File: src/rtl/lau_pkg.sv
// Shared definitions for the parity accumulator.
//   state_t   : controller states (ACC accepting beats, HOLD presenting result)
//   log2floor : floor(log2(n)) for elaboration-time width derivation
package lau_pkg;

   typedef enum logic {
      ACC  = 1'b0,
      HOLD = 1'b1
   } state_t;

   // Highest set bit position of n; returns 0 for n <= 1.
   function automatic int log2floor(input int n);
      int r;
      r = 0;
      for (int i = 0; i < 31; i++) begin
         if ((n >> i) != 0) r = i;
      end
      return r;
   endfunction

endpackage

File: src/rtl/red_xor_accu_redxor.sv
// Word parity reducer: p = XOR of all bits of d.
//   d : input  [width-1:0] data word
//   p : output 1-bit reduction XOR
module RedXor #(
   parameter int width = 8
) (
   input  logic [width-1:0] d,
   output logic             p
);

   assign p = ^d;

endmodule

File: src/rtl/red_xor_accu.sv
// Frame parity accumulator with valid/ready handshakes on both sides.
// Beats are XOR-reduced and accumulated until the last beat of a frame;
// the frame parity, parity error, saturating beat count and overflow flag
// are then held on the z_* port until consumed.
//   clk_i, rst_i        : clock, synchronous active-high reset
//   a_valid_i/a_ready_o : input beat handshake
//   a_data_i            : beat data word
//   a_last_i, a_par_i   : end-of-frame marker and expected parity (last beat)
//   z_valid_o/z_ready_i : result handshake
//   z_par_o, z_err_o    : computed parity, mismatch against expected
//   z_cnt_o, z_ovf_o    : saturating beat count, count overflow
//
// state | meaning
// ------+------------------------------------------------------------
// ACC   | accepting beats, accumulating parity and count
// HOLD  | result presented on z_*, input stalled until z handshake
module red_xor_accu
   import lau_pkg::*;
#(
   parameter int width    = 8,
   parameter int maxbeats = 256,
   parameter bit odd      = 1'b0,
   localparam int cntw    = log2floor(maxbeats) + 1
) (
   input  logic             clk_i,
   input  logic             rst_i,
   input  logic             a_valid_i,
   output logic             a_ready_o,
   input  logic [width-1:0] a_data_i,
   input  logic             a_last_i,
   input  logic             a_par_i,
   output logic             z_valid_o,
   input  logic             z_ready_i,
   output logic             z_par_o,
   output logic             z_err_o,
   output logic [cntw-1:0]  z_cnt_o,
   output logic             z_ovf_o
);

   localparam logic [cntw-1:0] cnt_max = {cntw{1'b1}};

   state_t            state;
   state_t            state_nx;
   logic              acc;
   logic [cntw-1:0]   cnt;
   logic              ovf;
   logic              beat_par;
   logic              acc_nx;
   logic [cntw-1:0]   cnt_nx;
   logic              ovf_nx;
   logic              par_nx;
   logic              a_hs;
   logic              z_hs;

   RedXor #(.width(width)) u_redxor (
      .d (a_data_i),
      .p (beat_par)
   );

   assign a_hs = a_valid_i & a_ready_o;
   assign z_hs = z_valid_o & z_ready_i;

   // Count sticks at all-ones; an increment attempted there marks overflow.
   assign acc_nx = acc ^ beat_par;
   assign cnt_nx = (cnt == cnt_max) ? cnt : cnt + 1'b1;
   assign ovf_nx = ovf | (cnt == cnt_max);
   assign par_nx = acc_nx ^ odd;

   always_ff @(posedge clk_i) begin
      if (rst_i) state <= ACC;
      else       state <= state_nx;
   end

   always_comb begin
      state_nx = state;
      case (state)
         ACC:     if (a_valid_i && a_last_i) state_nx = HOLD;
         HOLD:    if (z_ready_i)             state_nx = ACC;
         default: state_nx = ACC;
      endcase
   end

   // Ready is purely state-based: the release cycle of HOLD never accepts,
   // which yields one bubble between frames.
   always_comb begin
      a_ready_o = (state == ACC);
      z_valid_o = (state == HOLD);
   end

   always_ff @(posedge clk_i) begin
      if (rst_i) begin
         acc     <= 1'b0;
         cnt     <= '0;
         ovf     <= 1'b0;
         z_par_o <= 1'b0;
         z_err_o <= 1'b0;
         z_cnt_o <= '0;
         z_ovf_o <= 1'b0;
      end else if (a_hs) begin
         acc <= acc_nx;
         cnt <= cnt_nx;
         ovf <= ovf_nx;
         if (a_last_i) begin
            z_par_o <= par_nx;
            z_err_o <= par_nx ^ a_par_i;
            z_cnt_o <= cnt_nx;
            z_ovf_o <= ovf_nx;
         end
      end else if (z_hs) begin
         acc <= 1'b0;
         cnt <= '0;
         ovf <= 1'b0;
      end
   end

endmodule

File: config.mk
export PLATFORM = sky130hd
export DESIGN_NAME = red_xor_accu
export DESIGN_NICKNAME = d
export VERILOG_FILES = /design/src/rtl/lau_pkg.sv /design/src/rtl/red_xor_accu_redxor.sv /design/src/rtl/red_xor_accu.sv
export SDC_FILE = /design/constraint.sdc
export NUM_CORES = 1
export LEC_CHECK = 0
export ABC_AREA = 1
export CORE_MARGIN = 4
export CORE_UTILIZATION = 56
export CTS_BUF_LIST = sky130_fd_sc_hd__clkbuf_4
export DETAILED_ROUTE_END_ITERATION = 12
export PLACE_DENSITY = 0.86
export SETUP_SLACK_MARGIN = 0.3
export SYNTH_ARGS = -nofsm -noshare
export SYNTH_HDL_FRONTEND = slang
export SYNTH_HIERARCHICAL = 1
export SYNTH_SLANG_ARGS = --single-unit
export TNS_END_PERCENT = 20
File: constraint.sdc
create_clock -name clk_i -period 3.5 [get_ports clk_i]
set_input_delay 0.7 -clock clk_i [delete_from_list [all_inputs] [get_ports clk_i]]
set_output_delay 0.7 -clock clk_i [all_outputs]
set_load 0.01 [all_outputs]
==> metrics.txt, run 1 <==
# TYPE chip_impl_metric gauge
chip_impl_metric{name="avgRoutedWirePerCell",unit="µm"} 10.01
chip_impl_metric{name="min_period_over_period",unit=""} 0.5895
chip_impl_metric{name="drtAntennaViolNets",unit=""} 0
chip_impl_metric{name="clock-skew-final",unit="ps"} 2.193
chip_impl_metric{name="total_cts_buffers",unit=""} 3
chip_impl_metric{name="cts_setup_buffers",unit=""} 0
chip_impl_metric{name="first_global_vias",unit=""} 1129
chip_impl_info{name="worstSetupEndpointType",value="flip-flop"} 1
chip_impl_metric{name="die_w",unit="µm"} 57.01
chip_impl_metric{name="synth-async-reset-ratio",unit=""} 0
chip_impl_metric{name="final_period_minus_worst_setup_slack",unit="ps"} 2063
chip_impl_metric{name="overflow",unit=""} 0
chip_impl_metric{name="rows",unit=""} 17
chip_impl_metric{name="r2r_cells",unit=""} 4
chip_impl_info{name="post_synth_main_area_contributors",value="dfxtp_1 36%, nand2_1 23%, inv_1 8.1%"} 1
chip_impl_metric{name="cts-root-to-sink-buffers",unit=""} 2
chip_impl_metric{name="maxSlewHeadroom",unit=""} 0.4072
chip_impl_metric{name="cap_violations",unit=""} 0
chip_impl_info{name="rsz0062_at_grt",value="false"} 1
chip_impl_metric{name="layout.area.seq",unit="µm²"} 480.5
chip_impl_metric{name="worst_pin_slew",unit="ps"} 889.2
chip_impl_metric{name="post_cts.resized_instances",unit=""} 0
chip_impl_metric{name="synthesis.yosys.warnings",unit=""} 6
chip_impl_info{name="post_synth_most_frequent_cells",value="81 x nand2_1, 29 x inv_1, 29 x nor2_1, 24 x dfxtp_1, 13 x a21oi_1"} 1
chip_impl_info{name="synth_most_common_cell",value="nand2_1"} 1
chip_impl_metric{name="maximum_ir_drop_on_the_vdd_rail",unit="mV"} 0.2667
chip_impl_info{name="crit_type",value="input pin to flip-flop"} 1
chip_impl_metric{name="ys_seq_elements",unit=""} 24
chip_impl_metric{name="first_iter_violations",unit=""} 43
chip_impl_metric{name="synth.cell_area",unit="µm²"} 1345
chip_impl_metric{name="dp_hpwl",unit="mm"} 2.082
chip_impl_metric{name="design.die.area",unit="µm²"} 3250
chip_impl_metric{name="avgSynthCellArea",unit="µm²"} 6.170
chip_impl_metric{name="synth_fp_nets",unit=""} 233
chip_impl_metric{name="clk_transition_reported_paths",unit="ps"} 120
chip_impl_metric{name="grt_antenna_before_repair",unit=""} 0
chip_impl_info{name="hold_start",value="ovf"} 1
chip_impl_metric{name="syn_inst",unit=""} 218
chip_impl_info{name="r2r-end",value="cnt[8]"} 1
chip_impl_info{name="root_buffer",value="clkbuf_4"} 1
chip_impl_metric{name="via_count",unit=""} 1336
chip_impl_metric{name="io_pins",unit=""} 28
chip_impl_metric{name="drive_gt1_frac",unit=""} 0.05350
chip_impl_metric{name="clock_insertion_delay_worst_skew",unit="ps"} 310
chip_impl_metric{name="grt_first_pass_wirelength",unit="mm"} 4.623
chip_impl_metric{name="setup_violations",unit=""} 0
chip_impl_metric{name="design_power_total",unit="mW"} 0.5254
chip_impl_metric{name="critical_path_fanout_max",unit=""} 3
chip_impl_metric{name="placeableCoreArea",unit="µm²"} 2255
chip_impl_metric{name="fmax",unit="MHz"} 484.7
chip_impl_metric{name="global_placement_routability_congestion",unit=""} 0.8601
chip_impl_metric{name="initial_utilization",unit=""} 0.5966
chip_impl_info{name="capture_endpoint_of_the_worst_hold_path",value="ovf"} 1
chip_impl_metric{name="floorplan.die.height",unit="µm"} 57.01
chip_impl_metric{name="fin_hold_viols",unit=""} 0
chip_impl_metric{name="synth-edff-count",unit=""} 0
chip_impl_metric{name="power_per_cell_area",unit="nW/µm²"} 320.1
chip_impl_info{name="synth_ff_type",value="dfxtp_1"} 1
chip_impl_metric{name="synth.lib_cells_used.distinct",unit=""} 23
chip_impl_metric{name="placement.io_buffers",unit=""} 27
chip_impl_metric{name="cp.required",unit="ps"} 3720
chip_impl_metric{name="ff2ff_setup_slack",unit="ps"} 1880
chip_impl_metric{name="grt_util_all_layers",unit=""} 0.1756
chip_impl_info{name="tritoncts",value="yes"} 1
chip_impl_info{name="min_path_type",value="flip-flop to flip-flop"} 1
chip_impl_info{name="synthDominantAreaCellType",value="dfxtp_1"} 1
chip_impl_metric{name="hold_depth",unit=""} 2
chip_impl_info{name="run_status",value="complete, no violations"} 1
chip_impl_metric{name="drcViolationCount",unit=""} 0
chip_impl_metric{name="synth_top_area_share",unit=""} 0.3572
chip_impl_metric{name="critical_path_arrival",unit="ps"} 2280
chip_impl_metric{name="static-leakage-power",unit="nW"} 0.7598
chip_impl_metric{name="multi_input_combinational_cell_area",unit="µm²"} 720.7
chip_impl_info{name="regToRegStartpoint",value="z_valid_o"} 1
chip_impl_metric{name="detailedRoute.firstPassIterationCount",unit=""} 7
chip_impl_metric{name="via_per_inst",unit=""} 4.930
chip_impl_metric{name="maxSlewViolCount",unit=""} 0
chip_impl_metric{name="fillCellCount",unit=""} 191
chip_impl_metric{name="clock_tree.htree_level_count",unit=""} 1
chip_impl_metric{name="cts.hold.buffers_added",unit=""} 0
chip_impl_metric{name="numClockSinks",unit=""} 24
chip_impl_metric{name="grt_max_degree",unit=""} 22
chip_impl_info{name="startpoint_type",value="input pin"} 1
chip_impl_metric{name="post_synthesis_to_final_layout_area_growth",unit="%"} 22.05
chip_impl_metric{name="layout.nets",unit=""} 260
chip_impl_metric{name="yosysSeqAreaShare",unit=""} 0.3572
chip_impl_metric{name="setup_total_negative_slack",unit="ps"} 0
chip_impl_metric{name="postRouteWirelength",unit="mm"} 2.713
chip_impl_metric{name="antennaDiodeCount",unit=""} 0
[worst max path at each step]
stage                           start       to  slack [ps]  cells past startpoint
after floorplan           a_data_i[4]  z_err_o        1750                     12
after global placement    a_data_i[2]  z_err_o        1130                     13
after detailed placement  a_data_i[2]  z_err_o        1100                     13
after CTS                 a_data_i[2]  z_err_o        1440                     13
after global routing      a_data_i[5]  z_err_o        1270                     13
final                     a_data_i[2]  z_err_o        1440                     13
[power by group]
group	total [mW]	internal, mW	switching [mW]
clock network	0.118	0.0402	0.0780
logic	0.113	0.0539	0.0594
registers	0.294	0.286	0.00808
total	0.525	0.380	0.145
[area by class of cell]
cell class                      count  area share
Multi-Input combinational cell    159      0.4390
Timing Repair Buffer               27      0.1646
Sequential cell                    24      0.2927
Clock buffer                        3     0.01372
Tap cell                           28     0.02134
Inverter                           30     0.06860
[state kept, by name, indices dropped and copies added, names as in the netlist]
register	count
z_ovf_o	1
z_cnt_o	9
acc	1
z_par_o	1
ovf	1
cnt	9
z_err_o	1
z_valid_o	1
[layout by cell type (no fill, tap or decap)]
master           instances
nand2_1                 81
inv_1                   29
nor2_1                  29
clkdlybuf4s50_1         27
dfxtp_1                 24
a21oi_1                 13
nand3_1                 11
o21ai_0                 10
nor2_4                   3
clkbuf_4                 3
nand2_2                  2
nand4_1                  2
nand3_4                  1
inv_2                    1
or2_2                    1
a211oi_2                 1
xnor2_1                  1
o211ai_1                 1
nor3_1                   1
o21ai_2                  1
ha_1                     1
[through the flow]
stage               setup WS [ps]  utilization  instances  instance area (µm²)  hold slack [ps]
detailed placement           1101       0.7181        268                 1619            471.2
global route                 1273       0.7281        271                 1642            500.3
floorplan                    1746            -        218                 1345            444.5
finish                       1437       0.7281        271                 1642            490.5
CTS                          1441       0.7281        271                 1642            489.2
global placement             1127       0.7181        268                 1619            456.1
[cells by family (layout without fill, tap and decap cells)]
| family | Yosys count | in the layout | synth area share |
|---|---|---|---|
| and+or+nand+nor | 131 | 131 | 0.4130 |
| AOI/OAI and AO/OA | 26 | 26 | 0.1070 |
| xor gates and xnor gates | 1 | 1 | 0.006513 |
| DFF | 24 | 24 | 0.3572 |
| buffers and inverters | 35 | 60 | 0.1070 |
| adders and majority gates | 1 | 1 | 0.009301 |
[critical path, stage by stage]
cell and delay, ps:
clkdlybuf4s50_1 500, inv_1 60, nand2_1 60, nand2_1 80, nand2_1 70, nand2_1 50, nand2_1 50, nand2_1 50
or2_2 280, nand2_1 120, xnor2_1 70, o21ai_0 140, inv_1 50
[layer usage]
layer,routed length (µm),GRT usage
met1,1302,0.2140
met2,1248,0.3034
met3,133,0.04072
met4,28,0.05960
met5,0,0
Note: power is estimated with default switching activity, not from simulation.
==> run 2, diff against run 1 <==
--- a/config.mk
+++ b/config.mk
@@ -7,10 +7,10 @@
 export LEC_CHECK = 0
 export ABC_AREA = 1
 export CORE_MARGIN = 4
-export CORE_UTILIZATION = 56
+export CORE_UTILIZATION = 52
 export CTS_BUF_LIST = sky130_fd_sc_hd__clkbuf_4
 export DETAILED_ROUTE_END_ITERATION = 12
-export PLACE_DENSITY = 0.86
+export PLACE_DENSITY = 0.81
 export SETUP_SLACK_MARGIN = 0.3
 export SYNTH_ARGS = -nofsm -noshare
 export SYNTH_HDL_FRONTEND = slang
==> constraint.sdc (replaced) <==
create_clock -name clk_i -period 2 [get_ports clk_i]
set_input_delay 0.4 -clock clk_i [delete_from_list [all_inputs] [get_ports clk_i]]
set_output_delay 0.4 -clock clk_i [all_outputs]
set_load 0.01 [all_outputs]
==> metrics.txt, run 2 (same netlist as run 1, synthesis figures left out) <==
# TYPE chip_impl_metric gauge
chip_impl_info{name="run_status",value="complete, no violations"} 1
chip_impl_metric{name="maxSlewHeadroom",unit=""} 0.8112
chip_impl_metric{name="setup_total_negative_slack",unit="ps"} 0
chip_impl_metric{name="placeableCoreArea",unit="µm²"} 2477
chip_impl_metric{name="numClockSinks",unit=""} 24
chip_impl_metric{name="grt.met1_usage",unit=""} 0.2267
chip_impl_metric{name="finalInstanceArea",unit="µm²"} 1735
chip_impl_info{name="root_buffer",value="clkbuf_4"} 1
chip_impl_metric{name="overflow",unit=""} 0
chip_impl_metric{name="grt_antenna_before_repair",unit=""} 0
chip_impl_metric{name="dp_hpwl",unit="mm"} 2.045
chip_impl_info{name="regToRegStartpoint",value="cnt[1]"} 1
chip_impl_metric{name="final_critical_path_setup_slack",unit="ps"} 301.6
chip_impl_metric{name="postRouteWirelength",unit="mm"} 2.880
chip_impl_metric{name="grt.met3_usage",unit=""} 0.04825
chip_impl_info{name="mostFrequentLayoutCell",value="nand2_1"} 1
chip_impl_metric{name="fmax",unit="MHz"} 588.8
chip_impl_metric{name="cts-root-to-sink-buffers",unit=""} 2
chip_impl_metric{name="placedCellCount",unit=""} 275
chip_impl_metric{name="cp.required",unit="ps"} 1600
chip_impl_metric{name="fin_hold_viols",unit=""} 0
chip_impl_metric{name="detailedRoute.firstPassIterationCount",unit=""} 4
chip_impl_metric{name="drcViolationCount",unit=""} 0
chip_impl_metric{name="preCtsSetupSlack",unit="ps"} -74.65
chip_impl_metric{name="post_synthesis_to_final_layout_area_growth",unit="%"} 29.02
chip_impl_metric{name="final_cell_count_no_fill",unit=""} 279
chip_impl_metric{name="via_per_inst",unit=""} 4.871
chip_impl_metric{name="grt_first_pass_wirelength",unit="mm"} 4.933
chip_impl_metric{name="maximum_ir_drop_on_the_vdd_rail",unit="mV"} 0.5450
chip_impl_metric{name="maxSlewViolCount",unit=""} 0
chip_impl_info{name="largest_registers_ranked_by_flip_flop_count",value="cnt (9), z_cnt_o (9)"} 1
chip_impl_metric{name="via_count",unit=""} 1359
chip_impl_metric{name="floorplan.die.height",unit="µm"} 58.86
chip_impl_info{name="min_path_type",value="flip-flop to flip-flop"} 1
chip_impl_metric{name="io_pins",unit=""} 28
chip_impl_info{name="crit_type",value="flip-flop to primary output"} 1
chip_impl_metric{name="first_iter_violations",unit=""} 49
chip_impl_metric{name="area_after_dpl",unit="µm²"} 1659
chip_impl_metric{name="rows",unit=""} 18
chip_impl_metric{name="placement.io_buffers",unit=""} 27
chip_impl_metric{name="setup_violations",unit=""} 0
chip_impl_metric{name="clk_transition_reported_paths",unit="ps"} 130
chip_impl_metric{name="ff2ff_setup_slack",unit="ps"} 530
chip_impl_metric{name="final_period_minus_worst_setup_slack",unit="ps"} 1698
chip_impl_metric{name="drive_gt1_frac",unit=""} 0.08434
chip_impl_metric{name="layout.core_utilization",unit=""} 0.7005
chip_impl_info{name="most_congested_layer_reported_by_global_routing",value="met2"} 1
chip_impl_info{name="tritoncts",value="yes"} 1
chip_impl_metric{name="avgRoutedWirePerCell",unit="µm"} 10.32
chip_impl_info{name="setup.worst_path.start",value="z_valid_o"} 1
chip_impl_info{name="startpoint_type",value="flip-flop"} 1
chip_impl_info{name="rsz0062_at_grt",value="true"} 1
chip_impl_info{name="worstSetupEndpointType",value="primary output"} 1
chip_impl_metric{name="grt_max_degree",unit=""} 18
chip_impl_metric{name="antennaDiodeCount",unit=""} 0
chip_impl_metric{name="global_placement_routability_congestion",unit=""} 0.8393
chip_impl_metric{name="initial_utilization",unit=""} 0.5429
chip_impl_metric{name="grt_util_all_layers",unit=""} 0.1834
chip_impl_info{name="hold_start",value="ovf"} 1
chip_impl_metric{name="clock_insertion_delay_worst_skew",unit="ps"} 320
chip_impl_metric{name="total_cts_buffers",unit=""} 3
chip_impl_metric{name="first_global_vias",unit=""} 1181
chip_impl_metric{name="die_w",unit="µm"} 58.86
chip_impl_metric{name="design_power_total",unit="mW"} 1.080
chip_impl_metric{name="layout.nets",unit=""} 265
chip_impl_metric{name="design.die.area",unit="µm²"} 3465
chip_impl_metric{name="worst_pin_slew",unit="ps"} 282.8
chip_impl_metric{name="clock_tree.htree_level_count",unit=""} 1
chip_impl_metric{name="cap_violations",unit=""} 0
chip_impl_metric{name="critical_path_arrival",unit="ps"} 1300
chip_impl_metric{name="cts_setup_buffers",unit=""} 0
chip_impl_metric{name="routing_usage_on_met2",unit=""} 0.3076
chip_impl_metric{name="power_per_cell_area",unit="nW/µm²"} 622.6
chip_impl_metric{name="clock-skew-final",unit="ps"} 5.025
chip_impl_metric{name="drtAntennaViolNets",unit=""} 0
chip_impl_metric{name="min_period_over_period",unit=""} 0.8492
chip_impl_metric{name="cts.hold.buffers_added",unit=""} 0
chip_impl_metric{name="critical_path_fanout_max",unit=""} 4
chip_impl_info{name="mostFrequentLayoutCells",value="80 x nand2_1, 29 x inv_1, 29 x nor2_1"} 1
chip_impl_metric{name="timing.hold.ws",unit="ps"} 483.3
chip_impl_metric{name="static-leakage-power",unit="nW"} 0.8714
-- run 2: worst paths after layout --
check,to,cells past startpoint
min,ovf,2
max reg2reg,cnt[7],7
max,a_ready_o,2
min reg2reg,ovf,2
-- run 2: metal layers --
metal / part of all wire / vias up
li1: - / 736
met1: 0.47 / 589
met2: 0.47 / 30
met3: 0.047 / 4
met4: 0.011 / 0
met5: 0 / -
-- run 2: area by class of cell --
class / count / area, µm²
inverter: 30 / 112.6
clock inverter: 1 / 30.03
timing repair buffer: 32 / 327.8
tap: 30 / 37.54
fill: 221 / 742.0
multi-input combinational: 159 / 723.2
clock buffer: 3 / 22.52
sequential: 24 / 481.7
-- run 2: what timing repair did --
action / 4_1_cts / 5_1_grt
setup endpoints to repair: 3 / 4
pin swaps: 0 / 1
resized for setup: 1 / 10
-- run 2: power by group --
part           switching, mW  internal [mW]  leakage (nW)
clock                  0.151          0.203        0.0279
combinational          0.108          0.103         0.647
sequential            0.0148          0.500         0.196
-- run 2: critical path, cell delays in order, from the launching register on --
cell and delay, ps:
dfxtp_2 370, inv_1 70, clkdlybuf4s50_1 540
